## src/rtl/ctrl_pkg.sv

```systemverilog
// Shared encodings for the multicycle controller: FSM states, ALU ops,
// data-processing commands and ARM condition codes.
package ctrl_pkg;

    typedef enum logic [3:0] {
        S_FETCH,
        S_DECODE,
        S_MEMADR,
        S_MEMREAD,
        S_MEMWB,
        S_MEMWRITE,
        S_EXECUTER,
        S_EXECUTEI,
        S_ALUWB,
        S_LINK,
        S_BRANCH
    } state_t;

    localparam logic [2:0] ALU_ADD = 3'd0;
    localparam logic [2:0] ALU_SUB = 3'd1;
    localparam logic [2:0] ALU_AND = 3'd2;
    localparam logic [2:0] ALU_ORR = 3'd3;
    localparam logic [2:0] ALU_EOR = 3'd4;

    localparam logic [3:0] CMD_AND = 4'b0000;
    localparam logic [3:0] CMD_EOR = 4'b0001;
    localparam logic [3:0] CMD_SUB = 4'b0010;
    localparam logic [3:0] CMD_ADD = 4'b0100;
    localparam logic [3:0] CMD_TST = 4'b1000;
    localparam logic [3:0] CMD_CMP = 4'b1010;
    localparam logic [3:0] CMD_CMN = 4'b1011;
    localparam logic [3:0] CMD_ORR = 4'b1100;

    localparam logic [1:0] OP_DP  = 2'b00;
    localparam logic [1:0] OP_MEM = 2'b01;
    localparam logic [1:0] OP_BR  = 2'b10;

    localparam logic [3:0] COND_EQ = 4'b0000;
    localparam logic [3:0] COND_NE = 4'b0001;
    localparam logic [3:0] COND_CS = 4'b0010;
    localparam logic [3:0] COND_CC = 4'b0011;
    localparam logic [3:0] COND_MI = 4'b0100;
    localparam logic [3:0] COND_PL = 4'b0101;
    localparam logic [3:0] COND_VS = 4'b0110;
    localparam logic [3:0] COND_VC = 4'b0111;
    localparam logic [3:0] COND_HI = 4'b1000;
    localparam logic [3:0] COND_LS = 4'b1001;
    localparam logic [3:0] COND_GE = 4'b1010;
    localparam logic [3:0] COND_LT = 4'b1011;
    localparam logic [3:0] COND_GT = 4'b1100;
    localparam logic [3:0] COND_LE = 4'b1101;
    localparam logic [3:0] COND_AL = 4'b1110;

    // nzcv is {N, Z, C, V}
    function automatic logic cond_met(input logic [3:0] cond, input logic [3:0] nzcv);
        logic n, z, c, v;
        {n, z, c, v} = nzcv;
        case (cond)
            COND_EQ: cond_met = z;
            COND_NE: cond_met = ~z;
            COND_CS: cond_met = c;
            COND_CC: cond_met = ~c;
            COND_MI: cond_met = n;
            COND_PL: cond_met = ~n;
            COND_VS: cond_met = v;
            COND_VC: cond_met = ~v;
            COND_HI: cond_met = c & ~z;
            COND_LS: cond_met = ~c | z;
            COND_GE: cond_met = (n == v);
            COND_LT: cond_met = (n != v);
            COND_GT: cond_met = ~z & (n == v);
            COND_LE: cond_met = z | (n != v);
            COND_AL: cond_met = 1'b1;
            default: cond_met = 1'b0;
        endcase
    endfunction

endpackage

```

## src/rtl/cond_unit.sv

```systemverilog
// Architectural NZCV register plus condition evaluation; flag groups are
// written only when the instruction's condition passes.
module cond_unit
    import ctrl_pkg::*;
(
    input  logic       clk,
    input  logic       reset,
    input  logic [3:0] cond,
    input  logic [3:0] alu_flags,
    input  logic [1:0] flag_w,
    input  logic       flag_en,
    output logic [3:0] flags,
    output logic       cond_ex
);

    assign cond_ex = cond_met(cond, flags);

    always_ff @(posedge clk or negedge reset) begin
        if (!reset) begin
            flags <= 4'b0000;
        end else if (flag_en && cond_ex) begin
            if (flag_w[1]) flags[3:2] <= alu_flags[3:2];
            if (flag_w[0]) flags[1:0] <= alu_flags[1:0];
        end
    end

endmodule

```

## src/rtl/multicycle_ctrl.sv

```systemverilog
// Multicycle ARM-subset control unit: main FSM, instruction decode and
// datapath strobe/select generation.
//
//  state      | meaning
//  FETCH      | read instruction, PC+4; waits on MemReady
//  DECODE     | read registers, steer by op
//  MEMADR     | compute load/store address
//  MEMREAD    | load access, held until MemReady
//  MEMWB      | write loaded data to Rd
//  MEMWRITE   | store access, held until MemReady
//  EXECUTER   | data-processing, register operand
//  EXECUTEI   | data-processing, immediate operand
//  ALUWB      | write ALU result to Rd
//  LINK       | write return address to R14
//  BRANCH     | load branch target into PC
module multicycle_ctrl
    import ctrl_pkg::*;
#(
    parameter int ALUCTRL_W = 2,
    parameter bit HAS_LINK  = 1'b1
) (
    input  logic                 clk,
    input  logic                 reset,
    input  logic [31:12]         Instr,
    input  logic [3:0]           ALUFlags,
    input  logic                 MemReady,
    output logic                 PCWrite,
    output logic                 MemWrite,
    output logic                 RegWrite,
    output logic                 IRWrite,
    output logic                 AdrSrc,
    output logic                 NoWrite,
    output logic                 LinkWrite,
    output logic [1:0]           RegSrc,
    output logic [1:0]           ALUSrcA,
    output logic [1:0]           ALUSrcB,
    output logic [1:0]           ResultSrc,
    output logic [1:0]           ImmSrc,
    output logic [ALUCTRL_W-1:0] ALUControl,
    output logic [3:0]           Flags
);

    state_t     state;
    logic [1:0] op;
    logic [3:0] cmd;
    logic [2:0] dp_alu, alu_sel;
    logic       dp_valid, no_write, cv_arith, cond_ex, flag_en;
    logic [1:0] flag_w;
    logic       unused_bits;

    assign op          = Instr[27:26];
    assign cmd         = Instr[24:21];
    assign unused_bits = ^Instr[19:12];
    assign ImmSrc      = op;
    assign RegSrc      = {(op == OP_MEM) && !Instr[20], op == OP_BR};

    always_comb begin
        dp_alu   = ALU_ADD;
        dp_valid = 1'b1;
        no_write = 1'b0;
        cv_arith = 1'b0;
        case (cmd)
            CMD_ADD: cv_arith = 1'b1;
            CMD_SUB: begin dp_alu = ALU_SUB; cv_arith = 1'b1; end
            CMD_AND: dp_alu = ALU_AND;
            CMD_ORR: dp_alu = ALU_ORR;
            CMD_EOR: begin
                if (ALUCTRL_W >= 3) dp_alu = ALU_EOR;
                else                dp_valid = 1'b0;
            end
            CMD_CMP: begin dp_alu = ALU_SUB; no_write = 1'b1; cv_arith = 1'b1; end
            CMD_TST: begin dp_alu = ALU_AND; no_write = 1'b1; end
            CMD_CMN: begin no_write = 1'b1; cv_arith = 1'b1; end
            default: dp_valid = 1'b0;
        endcase
    end

    assign flag_w  = {Instr[20] & dp_valid, Instr[20] & dp_valid & cv_arith};
    assign flag_en = (state == S_EXECUTER) || (state == S_EXECUTEI);

    cond_unit u_cond (
        .clk      (clk),
        .reset    (reset),
        .cond     (Instr[31:28]),
        .alu_flags(ALUFlags),
        .flag_w   (flag_w),
        .flag_en  (flag_en),
        .flags    (Flags),
        .cond_ex  (cond_ex)
    );

    always_ff @(posedge clk or negedge reset) begin
        if (!reset) begin
            state <= S_FETCH;
        end else begin
            case (state)
                S_FETCH:    if (MemReady) state <= S_DECODE;
                S_DECODE: begin
                    case (op)
                        OP_MEM:  state <= S_MEMADR;
                        OP_DP:   state <= Instr[25] ? S_EXECUTEI : S_EXECUTER;
                        OP_BR:   state <= (Instr[24] && HAS_LINK) ? S_LINK : S_BRANCH;
                        default: state <= S_FETCH;
                    endcase
                end
                S_MEMADR:   state <= Instr[20] ? S_MEMREAD : S_MEMWRITE;
                S_MEMREAD:  if (MemReady) state <= S_MEMWB;
                S_MEMWRITE: if (MemReady) state <= S_FETCH;
                S_EXECUTER,
                S_EXECUTEI: state <= S_ALUWB;
                S_LINK:     state <= S_BRANCH;
                default:    state <= S_FETCH;
            endcase
        end
    end

    always_comb begin
        PCWrite   = 1'b0;
        MemWrite  = 1'b0;
        RegWrite  = 1'b0;
        IRWrite   = 1'b0;
        AdrSrc    = 1'b0;
        NoWrite   = 1'b0;
        LinkWrite = 1'b0;
        ALUSrcA   = 2'b00;
        ALUSrcB   = 2'b00;
        ResultSrc = 2'b00;
        alu_sel   = ALU_ADD;
        case (state)
            S_FETCH: begin
                ALUSrcA   = 2'b01;
                ALUSrcB   = 2'b10;
                ResultSrc = 2'b10;
                IRWrite   = MemReady;
                PCWrite   = MemReady;
            end
            S_DECODE: begin
                ALUSrcA = 2'b01;
                ALUSrcB = 2'b10;
            end
            S_MEMADR:   ALUSrcB = 2'b01;
            S_MEMREAD:  AdrSrc = 1'b1;
            S_MEMWB: begin
                ResultSrc = 2'b01;
                RegWrite  = cond_ex;
            end
            S_MEMWRITE: begin
                AdrSrc   = 1'b1;
                MemWrite = cond_ex;
            end
            S_EXECUTER: begin
                alu_sel = dp_alu;
                NoWrite = no_write;
            end
            S_EXECUTEI: begin
                ALUSrcB = 2'b01;
                alu_sel = dp_alu;
                NoWrite = no_write;
            end
            S_ALUWB: begin
                NoWrite  = no_write;
                RegWrite = cond_ex & ~no_write & dp_valid;
            end
            S_LINK: begin
                ResultSrc = 2'b11;
                LinkWrite = 1'b1;
                RegWrite  = cond_ex;
            end
            S_BRANCH: begin
                ALUSrcB   = 2'b01;
                ResultSrc = 2'b10;
                PCWrite   = cond_ex;
            end
            default: ;
        endcase
        // reset lands the FSM in FETCH, which would otherwise strobe on MemReady
        if (!reset) begin
            PCWrite   = 1'b0;
            MemWrite  = 1'b0;
            RegWrite  = 1'b0;
            IRWrite   = 1'b0;
            NoWrite   = 1'b0;
            LinkWrite = 1'b0;
        end
    end

    assign ALUControl = ALUCTRL_W'(alu_sel);

endmodule

```

## config.mk

```make
export PLATFORM = sky130hd
export DESIGN_NAME = multicycle_ctrl
export DESIGN_NICKNAME = d
export VERILOG_FILES = /design/src/rtl/ctrl_pkg.sv /design/src/rtl/cond_unit.sv /design/src/rtl/multicycle_ctrl.sv
export SDC_FILE = /design/constraint.sdc
export NUM_CORES = 1
export LEC_CHECK = 0
export ABC_AREA = 1
export BUFFER_PORTS_ARGS = -buffer_cell sky130_fd_sc_hd__buf_4
export CORE_MARGIN = 2
export CORE_UTILIZATION = 44
export DETAILED_ROUTE_END_ITERATION = 16
export PLACE_DENSITY_LB_ADDON = 0.2
export REMOVE_ABC_BUFFERS = 1
export SYNTH_ARGS = -nofsm -noshare
export SYNTH_HDL_FRONTEND = slang
export SYNTH_HIERARCHICAL = 1
export SYNTH_SLANG_ARGS = --single-unit
```

## constraint.sdc

```tcl
create_clock -name clk -period 1.65 [get_ports clk]
set_input_delay 0.4125 -clock clk [delete_from_list [all_inputs] [get_ports clk]]
set_output_delay 0.4125 -clock clk [all_outputs]
set_load 0.01 [all_outputs]
```

==> results of run 1 <==
-- area by class of cell --
type                    count  area, um^2  area share, %
clock buffers               3       22.52          1.368
well taps                  27       33.78          2.052
repair buffers             67       539.3          32.75
multi-input cells         134       737.0          44.76
inverters                  28       110.1          6.687
flip-flops and latches      8       203.9          12.39
-- metal layers --
metal	vias to the layer above	GRT usage, %	wire, um
li1	672	-	-
met1	640	31.53	1375
met2	56	53.95	1803
met3	13	5.357	197
met4	0	11.57	121
met5	-	0	0
-- cells in the mapped netlist --
library cell,n,area (um^2)
nand3_2,2,20.02
dfrtp_1,8,200.2
nand2_2,1,6.260
nor3_2,1,10.01
buf_4,3,22.52
a21oi_1,6,30.03
nand3b_1,1,7.510
or2_2,1,6.260
inv_1,24,90.09
conb_1,1,3.750
nor2_2,5,31.28
nor2_1,21,78.83
nand4_1,5,31.28
nand2_1,66,247.7
nor2_4,2,22.52
o22ai_1,1,6.260
nand3_1,16,80.08
inv_2,4,15.01
nor3_1,2,10.01
xnor2_1,1,8.760
o21ai_0,2,10.01
-- kinds of logic after synthesis --
family | after synthesis | share of synthesized area, %
and+or+nand+nor | 123 | 58.80
buffers and inverters | 31 | 13.60
AOI/OAI and AO/OA | 9 | 4.934
DFF | 8 | 21.33
xor gates and xnor gates | 1 | 0.9335
other | 1 | 0.3996
-- metrics by stage --
stage               util [%]  power, mW
global placement       67.23      1.269
floorplan                  -     0.8623
global route           83.08      2.110
CTS                    79.23      1.802
detailed placement     67.23      1.294
finish                 83.08      1.984
-- worst paths after layout --
kind / slack (ns) / endpoint / from
setup / recovery: -0.39 / PCWrite / u_cond/flags[0]
hold / removal: 0.08 / u_cond/flags[2] / reset
setup reg to reg: 0.13 / u_cond/flags[0] / state[2]
hold reg to reg: 0.61 / u_cond/flags[2] / u_cond/flags[2]
max in group asynchronous: 0.82 / state[3] / reset
min in group clk: 0.42 / u_cond/flags[3] / ALUFlags[3]
-- where the power goes --
group	leakage, nW	internal [mW]	switching, mW	total (mW)
Combinational	0.789	0.695	0.766	1.46
Clock	0.0138	0.0839	0.0774	0.161
Sequential	0.103	0.260	0.102	0.362
Total	0.906	1.04	0.946	1.98
-- cells in the final DEF, fill, tap and decap left out, types with 6 or more instances in the layout --
master   Yosys  final
buf_4        3     57
buf_6        0      9
inv_1       24     18
inv_2        4      8
nand2_1     66     49
nand2_2      1     15
nand3_1     16     14
nor2_1      21     17
nor2_4       2      6
-- sequential cells by signal (all words and copies together) (netlist names) --
signal and count:
state 4, u_cond/flags 4
-- timing repair --
action,4_1_cts,5_1_grt
pin swaps,15,10
endpoints found under the setup margin,12,18
resized for setup,39,18
buffers inserted,12,6
hold buffers,1,0
hold endpoints to repair,4,0
==> impl_metrics.py, run 1 <==
metrics = {
    "timing": {
        "rsz0062_at_grt": "true",
        "tns_ns": -2.056,
        "fin_worst_skew_ns": 0.005746,
        "worst_hold_slack_ns": 0.08257,
        "timing.final.crit_period_ns": 2.041,
        "fin_ws_ns": -0.3907,
        "period_share_pct": 123.7,
        "hold_viol_final": 0,
        "final_max_slew_viol_count": 0,
        "timing.fmax_mhz": 490.0,
        "finalSetupViolations": 12,
    },
    "status": {
        "violations": "negative setup slack",
        "status": "complete, but fails checks",
    },
    "job": {
        "maxCapViolations": 0,
    },
    "cells_and_area": {
        "antenna_cells": 0,
        "syn2layout_area_growth_pct": 75.47,
        "layout-drive-gt1-share_pct": 50.83,
        "n_fill_cell": 117,
        "nNetsFinal": 269,
        "fin_cells": 267,
        "fin_area_um2": 1647,
    },
    "floorplan": {
        "coreArea_um2": 1982,
        "floorplan.die.width_um": 50.18,
        "io_pins": 50,
        "die_area_um2": 2518,
        "die_h_um": 50.18,
        "placementRows": 16,
        "start_util_pct": 47.35,
    },
    "setup_path": {
        "crit_family": "simple AND/OR/NAND/NOR gates",
        "critPathKind": "reg2out",
        "cp_cell_sequence": "inv_2 > buf_4 > nand2_2 > nand2_1 > nand2_1 > nand3_1 > nor2_1 > nand2_2 > nand2_4 > o22ai_2 > buf_4",
        "reg2reg_depth": 10,
        "worst-path-buf-inv": 3,
        "crit_path_end_kind": "output pin",
        "slowest_stage": "dfrtp_1",
        "arrival_ns": 1.63,
        "required_ns": 1.24,
        "cp.depth": 11,
        "worst_path_largest_cell_delay_ns": 0.41,
        "cp-start-kind": "flop",
        "path_max_fanout": 3,
    },
    "clock_tree": {
        "cts_root_buffer": "clkbuf_4",
        "cts_inserted_buffers": 3,
        "path_clk_slew_ns": 0.06,
        "insertion_delay_ns": 0.27,
        "clock_sink_count": 8,
        "h-tree-depth": 1,
        "clockBufferDepth": 2,
        "cts_tree": "done",
    },
    "global_route": {
        "grt_pass1_wl_um": 5623,
        "first_global_vias": 1353,
        "grt_max_degree": 8,
        "antenna_found_initial": 0,
        "grt_remaining_overflow": 0,
        "grtUsageTotal_pct": 28.88,
    },
    "pwr": {
        "power_leakage_nw": 0.9060,
        "peakVddDrop_mv": 1.159,
        "power.density_nw_per_um2": 1205,
    },
    "placement": {
        "placed_cells_incl_taps": 248,
        "placed_area_um2": 1333,
        "routabilityCongestion": 0.9887,
        "dpl_worst_slack_ns": -0.2738,
        "port_buffers": 40,
        "dp_hpwl_um": 2250,
    },
    "routing": {
        "avgViaCountPerCell": 5.172,
        "first_pass_iters": 5,
        "wire_per_inst_um": 13.10,
        "ant_nets": 0,
        "drt_iter0_markers": 37,
        "vias": 1381,
        "drc": 0,
        "wl_um": 3497,
    },
    "synth": {
        "synth_area_per_cell_um2": 5.424,
        "netlist_area_um2": 938.4,
        "netlist_instances": 173,
        "ys_seq_elements": 8,
        "synth_warnings": 6,
        "yosysSeqAreaShare_pct": 21.33,
        "yosysUniqueCellTypes": 21,
    },
    "min_path": {
        "min_path_type": "in2async",
    },
}
Power figures use the tool's default switching activity.
==> run 2, diff against run 1 <==
--- a/config.mk
+++ b/config.mk
@@ -7,8 +7,11 @@
 export LEC_CHECK = 0
 export ABC_AREA = 1
 export BUFFER_PORTS_ARGS = -buffer_cell sky130_fd_sc_hd__buf_4
+export CELL_PAD_IN_SITES_DETAIL_PLACEMENT = 0
+export CELL_PAD_IN_SITES_GLOBAL_PLACEMENT = 2
+export CORE_ASPECT_RATIO = 1.5
 export CORE_MARGIN = 2
-export CORE_UTILIZATION = 44
+export CORE_UTILIZATION = 20
 export DETAILED_ROUTE_END_ITERATION = 16
 export PLACE_DENSITY_LB_ADDON = 0.2
 export REMOVE_ABC_BUFFERS = 1
==> impl_metrics.py, run 2 (synthesis results as in run 1) <==
metrics = {
    "routing": {
        "drt_iter0_markers": 62,
        "ant_nets": 0,
        "drc": 0,
        "first_pass_iters": 4,
        "avgViaCountPerCell": 4.485,
        "vias": 1314,
        "wl_um": 3550,
        "wire_per_inst_um": 12.12,
    },
    "setup_path": {
        "cp.depth": 12,
        "reg2reg_depth": 9,
        "r2r_setup_slack_ns": 0.21,
        "crit_path_end": "PCWrite",
        "arrival_ns": 1.57,
        "path_max_fanout": 4,
        "critPathKind": "reg2out",
        "cp-start-kind": "flop",
        "required_ns": 1.24,
        "cpMostUsedCell": "nand2_2",
        "crit_family": "simple AND/OR/NAND/NOR gates",
        "worst-path-buf-inv": 2,
        "crit-reg2reg-capture": "u_cond/flags[0]",
        "crit_path_end_kind": "output pin",
        "worst_path_largest_cell_delay_ns": 0.43,
        "slowest_stage": "dfrtp_2",
        "critical_path.startpoint": "u_cond/flags[0]",
        "cp_cell_sequence": "inv_2 > nand2_2 > nand2_2 > nand2_2 > nand2_1 > nand2_1 > nand2_1 > nor2_2 > nand2_2 > nand2_2 > o22ai_2 > buf_4",
        "reg2reg_from": "state[3]",
    },
    "timing": {
        "tns_ns": -1.428,
        "timing.fmax_mhz": 505.3,
        "timing.final.crit_period_ns": 1.979,
        "hold_viol_final": 0,
        "period_share_pct": 119.9,
        "rsz0062_at_grt": "true",
        "fin_ws_ns": -0.3292,
        "finalSetupViolations": 10,
        "final_max_slew_viol_count": 0,
        "worst_hold_slack_ns": 0.1188,
        "fin_worst_skew_ns": 0.006947,
    },
    "clock_tree": {
        "cts_root_buffer": "clkbuf_8",
        "clockBufferDepth": 2,
        "insertion_delay_ns": 0.23,
        "path_clk_slew_ns": 0.05,
        "clock_sink_count": 8,
        "cts_inserted_buffers": 3,
        "cts_tree": "done",
        "h-tree-depth": 1,
    },
    "pwr": {
        "comb_power_share_pct": 70.6,
        "power_switching_mw": 0.9358,
        "p_sw_share_pct": 44.70,
        "power_leakage_nw": 0.9308,
        "power.density_nw_per_um2": 1208,
        "peakVddDrop_mv": 0.6260,
        "total_power_mw": 2.093,
        "cellInternalPower_mw": 1.157,
        "p_clk_share_pct": 11.6,
        "seqPwrFrac_pct": 17.8,
    },
    "cells_and_area": {
        "fin_cells": 293,
        "top_regs": "state (4), u_cond/flags (4)",
        "nNetsFinal": 274,
        "layout-drive-gt1-share_pct": 51.02,
        "fin_util_pct": 38.47,
        "antenna_cells": 0,
        "syn2layout_area_growth_pct": 84.67,
        "final_cell_mix": "buf_4 (61), nand2_1 (53), inv_1 (19), nor2_1 (14), nand3_1 (14)",
        "layout_commonest_cell": "buf_4",
    },
    "status": {
        "status": "complete, but fails checks",
        "violations": "negative setup slack",
    },
    "floorplan": {
        "die_area_um2": 5267,
        "io_pins": 50,
        "die_h_um": 87.89,
        "floorplan.die.width_um": 59.93,
        "start_util_pct": 20.83,
        "coreArea_um2": 4504,
        "placementRows": 30,
    },
    "global_route": {
        "grt_pass1_wl_um": 5747,
        "grt_max_degree": 7,
        "grt_remaining_overflow": 0,
        "antenna_found_initial": 0,
        "grtUsageTotal_pct": 14.55,
        "first_global_vias": 1325,
    },
    "min_path": {
        "min_path_type": "in2async",
    },
    "placement": {
        "routabilityCongestion": 0.8356,
        "port_buffers": 40,
        "dp_hpwl_um": 2823,
        "placed_cells_incl_taps": 276,
    },
    "job": {
        "maxCapViolations": 0,
    },
}
run 2: worst register-to-register path, stage by stage (launching register included):
cell,delay [ns]
dfrtp_2,0.46
nor2_4,0.15
inv_2,0.06
nor2_4,0.15
buf_4,0.12
buf_4,0.10
buf_4,0.11
nand3_2,0.07
nand2_1,0.06
nand2_1,0.04
run 2: what timing repair did:
item	CTS	global route
hold endpoints to repair	3	0
gates resized for setup	29	28
hold buffers	1	0
pin swaps	14	7
endpoints found under the setup margin	11	18
buffers inserted	8	5
run 2: final cells by class:
type,count,area [um^2]
clock buffer,3,41.29
fill,506,2771
inverter,28,110.1
multi-input combinational,134,734.5
sequential,8,206.4
tap,48,60.06
timing repair buffer,72,580.6
run 2: worst min path at each step:
| stage | startpoint | to | slack, ns | cells past startpoint |
|---|---|---|---|---|
| 2_1_floorplan | reset | state[0] | 0.12 | 0 |
| 3_3_place_gp | reset | state[0] | 0.23 | 1 |
| 3_5_place_dp | reset | state[0] | 0.23 | 1 |
| 4_1_cts | reset | u_cond/flags[3] | 0.12 | 2 |
| 5_1_grt | reset | u_cond/flags[3] | 0.13 | 2 |
| 6_report | reset | u_cond/flags[3] | 0.12 | 2 |
run 2: through the flow:
| stage | instance area, um^2 | setup WS [ns] |
|---|---|---|
| after floorplan | 915.9 | -0.1004 |
| after global placement | 1411 | -0.3315 |
| after detailed placement | 1411 | -0.3338 |
| after CTS | 1608 | -0.3445 |
| after global routing | 1733 | -0.4638 |
| final | 1733 | -0.3292 |
run 2: per-layer routing:
layer / wire (um) / vias to the layer above / GRT usage (%)
li1: - / 680 / -
met1: 1205 / 595 / 13.74
met2: 2159 / 35 / 30.63
met3: 143 / 4 / 1.477
met4: 42 / 0 / 4.242
met5: 0 / - / 0
run 2: power groups by stage:
stage	combinational [mW]	sequential, mW	clock [mW]
CTS	1.24	0.345	0.248
finish	1.48	0.373	0.242
floorplan	0.529	0.333	0
global placement	1.03	0.334	0
detailed placement	1.03	0.337	0
global route	1.62	0.384	0.259
==> run 3, diff against run 2 <==
--- a/config.mk
+++ b/config.mk
@@ -15,6 +15,7 @@
 export DETAILED_ROUTE_END_ITERATION = 16
 export PLACE_DENSITY_LB_ADDON = 0.2
 export REMOVE_ABC_BUFFERS = 1
+export SETUP_SLACK_MARGIN = 0.15
 export SYNTH_ARGS = -nofsm -noshare
 export SYNTH_HDL_FRONTEND = slang
 export SYNTH_HIERARCHICAL = 1
==> impl_metrics.py, run 3 (synthesis results as in run 1) <==
metrics = {
    "status": {
        "status": "complete, but fails checks",
        "violations": "negative setup slack",
    },
    "routing": {
        "first_pass_iters": 4,
        "wl_um": 3631,
        "avgViaCountPerCell": 4.453,
        "drc": 0,
        "wire_per_inst_um": 12.18,
        "vias": 1327,
        "drt_iter0_markers": 48,
        "ant_nets": 0,
    },
    "pwr": {
        "power.density_nw_per_um2": 1216,
        "peakVddDrop_mv": 0.6102,
        "power_leakage_nw": 0.9621,
        "seqPwrFrac_pct": 16.5,
        "power_switching_mw": 0.9545,
        "p_clk_share_pct": 11.1,
        "comb_power_share_pct": 72.4,
        "cellInternalPower_mw": 1.215,
        "p_sw_share_pct": 43.99,
        "total_power_mw": 2.170,
    },
    "global_route": {
        "grtUsageTotal_pct": 14.75,
        "grt_max_degree": 7,
        "grt_pass1_wl_um": 5837,
        "grt_remaining_overflow": 0,
        "first_global_vias": 1317,
        "antenna_found_initial": 0,
    },
    "clock_tree": {
        "insertion_delay_ns": 0.23,
        "cts_inserted_buffers": 3,
        "cts_tree": "done",
        "path_clk_slew_ns": 0.05,
        "h-tree-depth": 1,
        "clock_sink_count": 8,
        "clockBufferDepth": 2,
        "cts_root_buffer": "clkbuf_8",
    },
    "floorplan": {
        "die_area_um2": 5267,
        "die_h_um": 87.89,
        "start_util_pct": 20.83,
        "io_pins": 50,
        "placementRows": 30,
        "coreArea_um2": 4504,
        "floorplan.die.width_um": 59.93,
    },
    "setup_path": {
        "r2r_setup_slack_ns": 0.14,
        "crit_path_end": "PCWrite",
        "critPathKind": "reg2out",
        "reg2reg_from": "u_cond/flags[0]",
        "path_max_fanout": 4,
        "crit_path_end_kind": "output pin",
        "arrival_ns": 1.56,
        "cp-start-kind": "flop",
        "critical_path.startpoint": "u_cond/flags[0]",
        "required_ns": 1.24,
        "crit-reg2reg-capture": "u_cond/flags[0]",
        "reg2reg_depth": 12,
    },
    "cells_and_area": {
        "final_cell_mix": "buf_4 (68), nand2_1 (50), inv_1 (19), nor2_1 (15)",
        "n_fill_cell": 504,
        "layout-drive-gt1-share_pct": 52.80,
        "regArea_um2": 205.2,
        "multi_input_area_um2": 750.7,
        "syn2layout_area_growth_pct": 90.13,
        "antenna_cells": 0,
        "fin_area_um2": 1784,
        "fin_cells": 298,
        "nNetsFinal": 279,
        "top_regs": "state (4), u_cond/flags (4)",
        "layout_commonest_cell": "buf_4",
    },
    "timing": {
        "rsz0062_at_grt": "true",
        "final_max_slew_viol_count": 0,
        "hold_viol_final": 0,
        "fin_ws_ns": -0.3233,
        "period_share_pct": 119.6,
        "worst_hold_slack_ns": 0.1194,
        "finalSetupViolations": 11,
        "timing.final.crit_period_ns": 1.973,
        "timing.fmax_mhz": 506.8,
        "fin_worst_skew_ns": 0.006869,
    },
    "min_path": {
        "min_path_type": "in2async",
    },
    "placement": {
        "routabilityCongestion": 0.8356,
        "placed_cells_incl_taps": 276,
        "dpl_worst_slack_ns": -0.3338,
        "dp_hpwl_um": 2823,
        "port_buffers": 40,
        "placed_area_um2": 1411,
    },
    "job": {
        "maxCapViolations": 0,
    },
}
[run 3: cell type report]
type                            count  share of cell area, %
Multi-Input combinational cell    134                  42.08
Tap cell                           48                  3.366
Timing Repair Buffer               77                  34.71
Clock buffer                        3                  2.314
Inverter                           28                  6.031
Sequential cell                     8                  11.50
[run 3: worst min path at each step]
stage,startpoint,end,slack [ns],depth (start not counted)
floorplan,reset,state[0],0.12,0
global placement,reset,state[0],0.23,1
detailed placement,reset,state[0],0.23,1
CTS,reset,u_cond/flags[3],0.12,2
global route,reset,u_cond/flags[3],0.13,2
finish,reset,u_cond/flags[3],0.12,2
[run 3: worst max-delay path, cell delays in order, from the launching register on]
cell	delay, ns
dfrtp_2	0.43
inv_2	0.07
nand2_2	0.06
nand2_2	0.08
nand2_2	0.06
nand2_1	0.05
nand2_1	0.04
nand2_1	0.07
nor2_2	0.04
nand2_2	0.08
nand2_2	0.07
o22ai_2	0.14
buf_4	0.14
[run 3: layer usage]
metal | global-route usage (%) | routed length (um) | share of wire [%] | vias up
met5 | 0 | 0 | 0 | -
met4 | 4.242 | 42 | 1.2 | 0
met3 | 1.477 | 124 | 3.4 | 4
met2 | 30.83 | 2247 | 62 | 31
met1 | 14.18 | 1218 | 34 | 603
li1 | - | - | - | 689
[run 3: metrics by stage]
| step | utilization [%] | TNS, ns |
|---|---|---|
| 4_1_cts | 36.69 | -1.642 |
| 5_1_grt | 39.61 | -2.606 |
| 3_3_place_gp | 31.33 | -0.8912 |
| 2_1_floorplan | - | -0.1915 |
| 3_5_place_dp | 31.33 | -0.8534 |
| 6_report | 39.61 | -1.542 |
[run 3: power by group through the flow]
stage	clock network [mW]	logic, mW	registers (mW)
2_1_floorplan	0	0.529	0.333
3_3_place_gp	0	1.03	0.334
3_5_place_dp	0	1.03	0.337
4_1_cts	0.248	1.33	0.350
5_1_grt	0.259	1.71	0.366
6_report	0.242	1.57	0.358
[run 3: timing repair]
item                                    in CTS  in global routing
hold buffers                                 1                  0
pin swaps                                   15                 12
buffers inserted                             9                  9
endpoints found under the hold margin        3                  0
endpoints found under the setup margin      14                 18
resized for setup                           36                 20
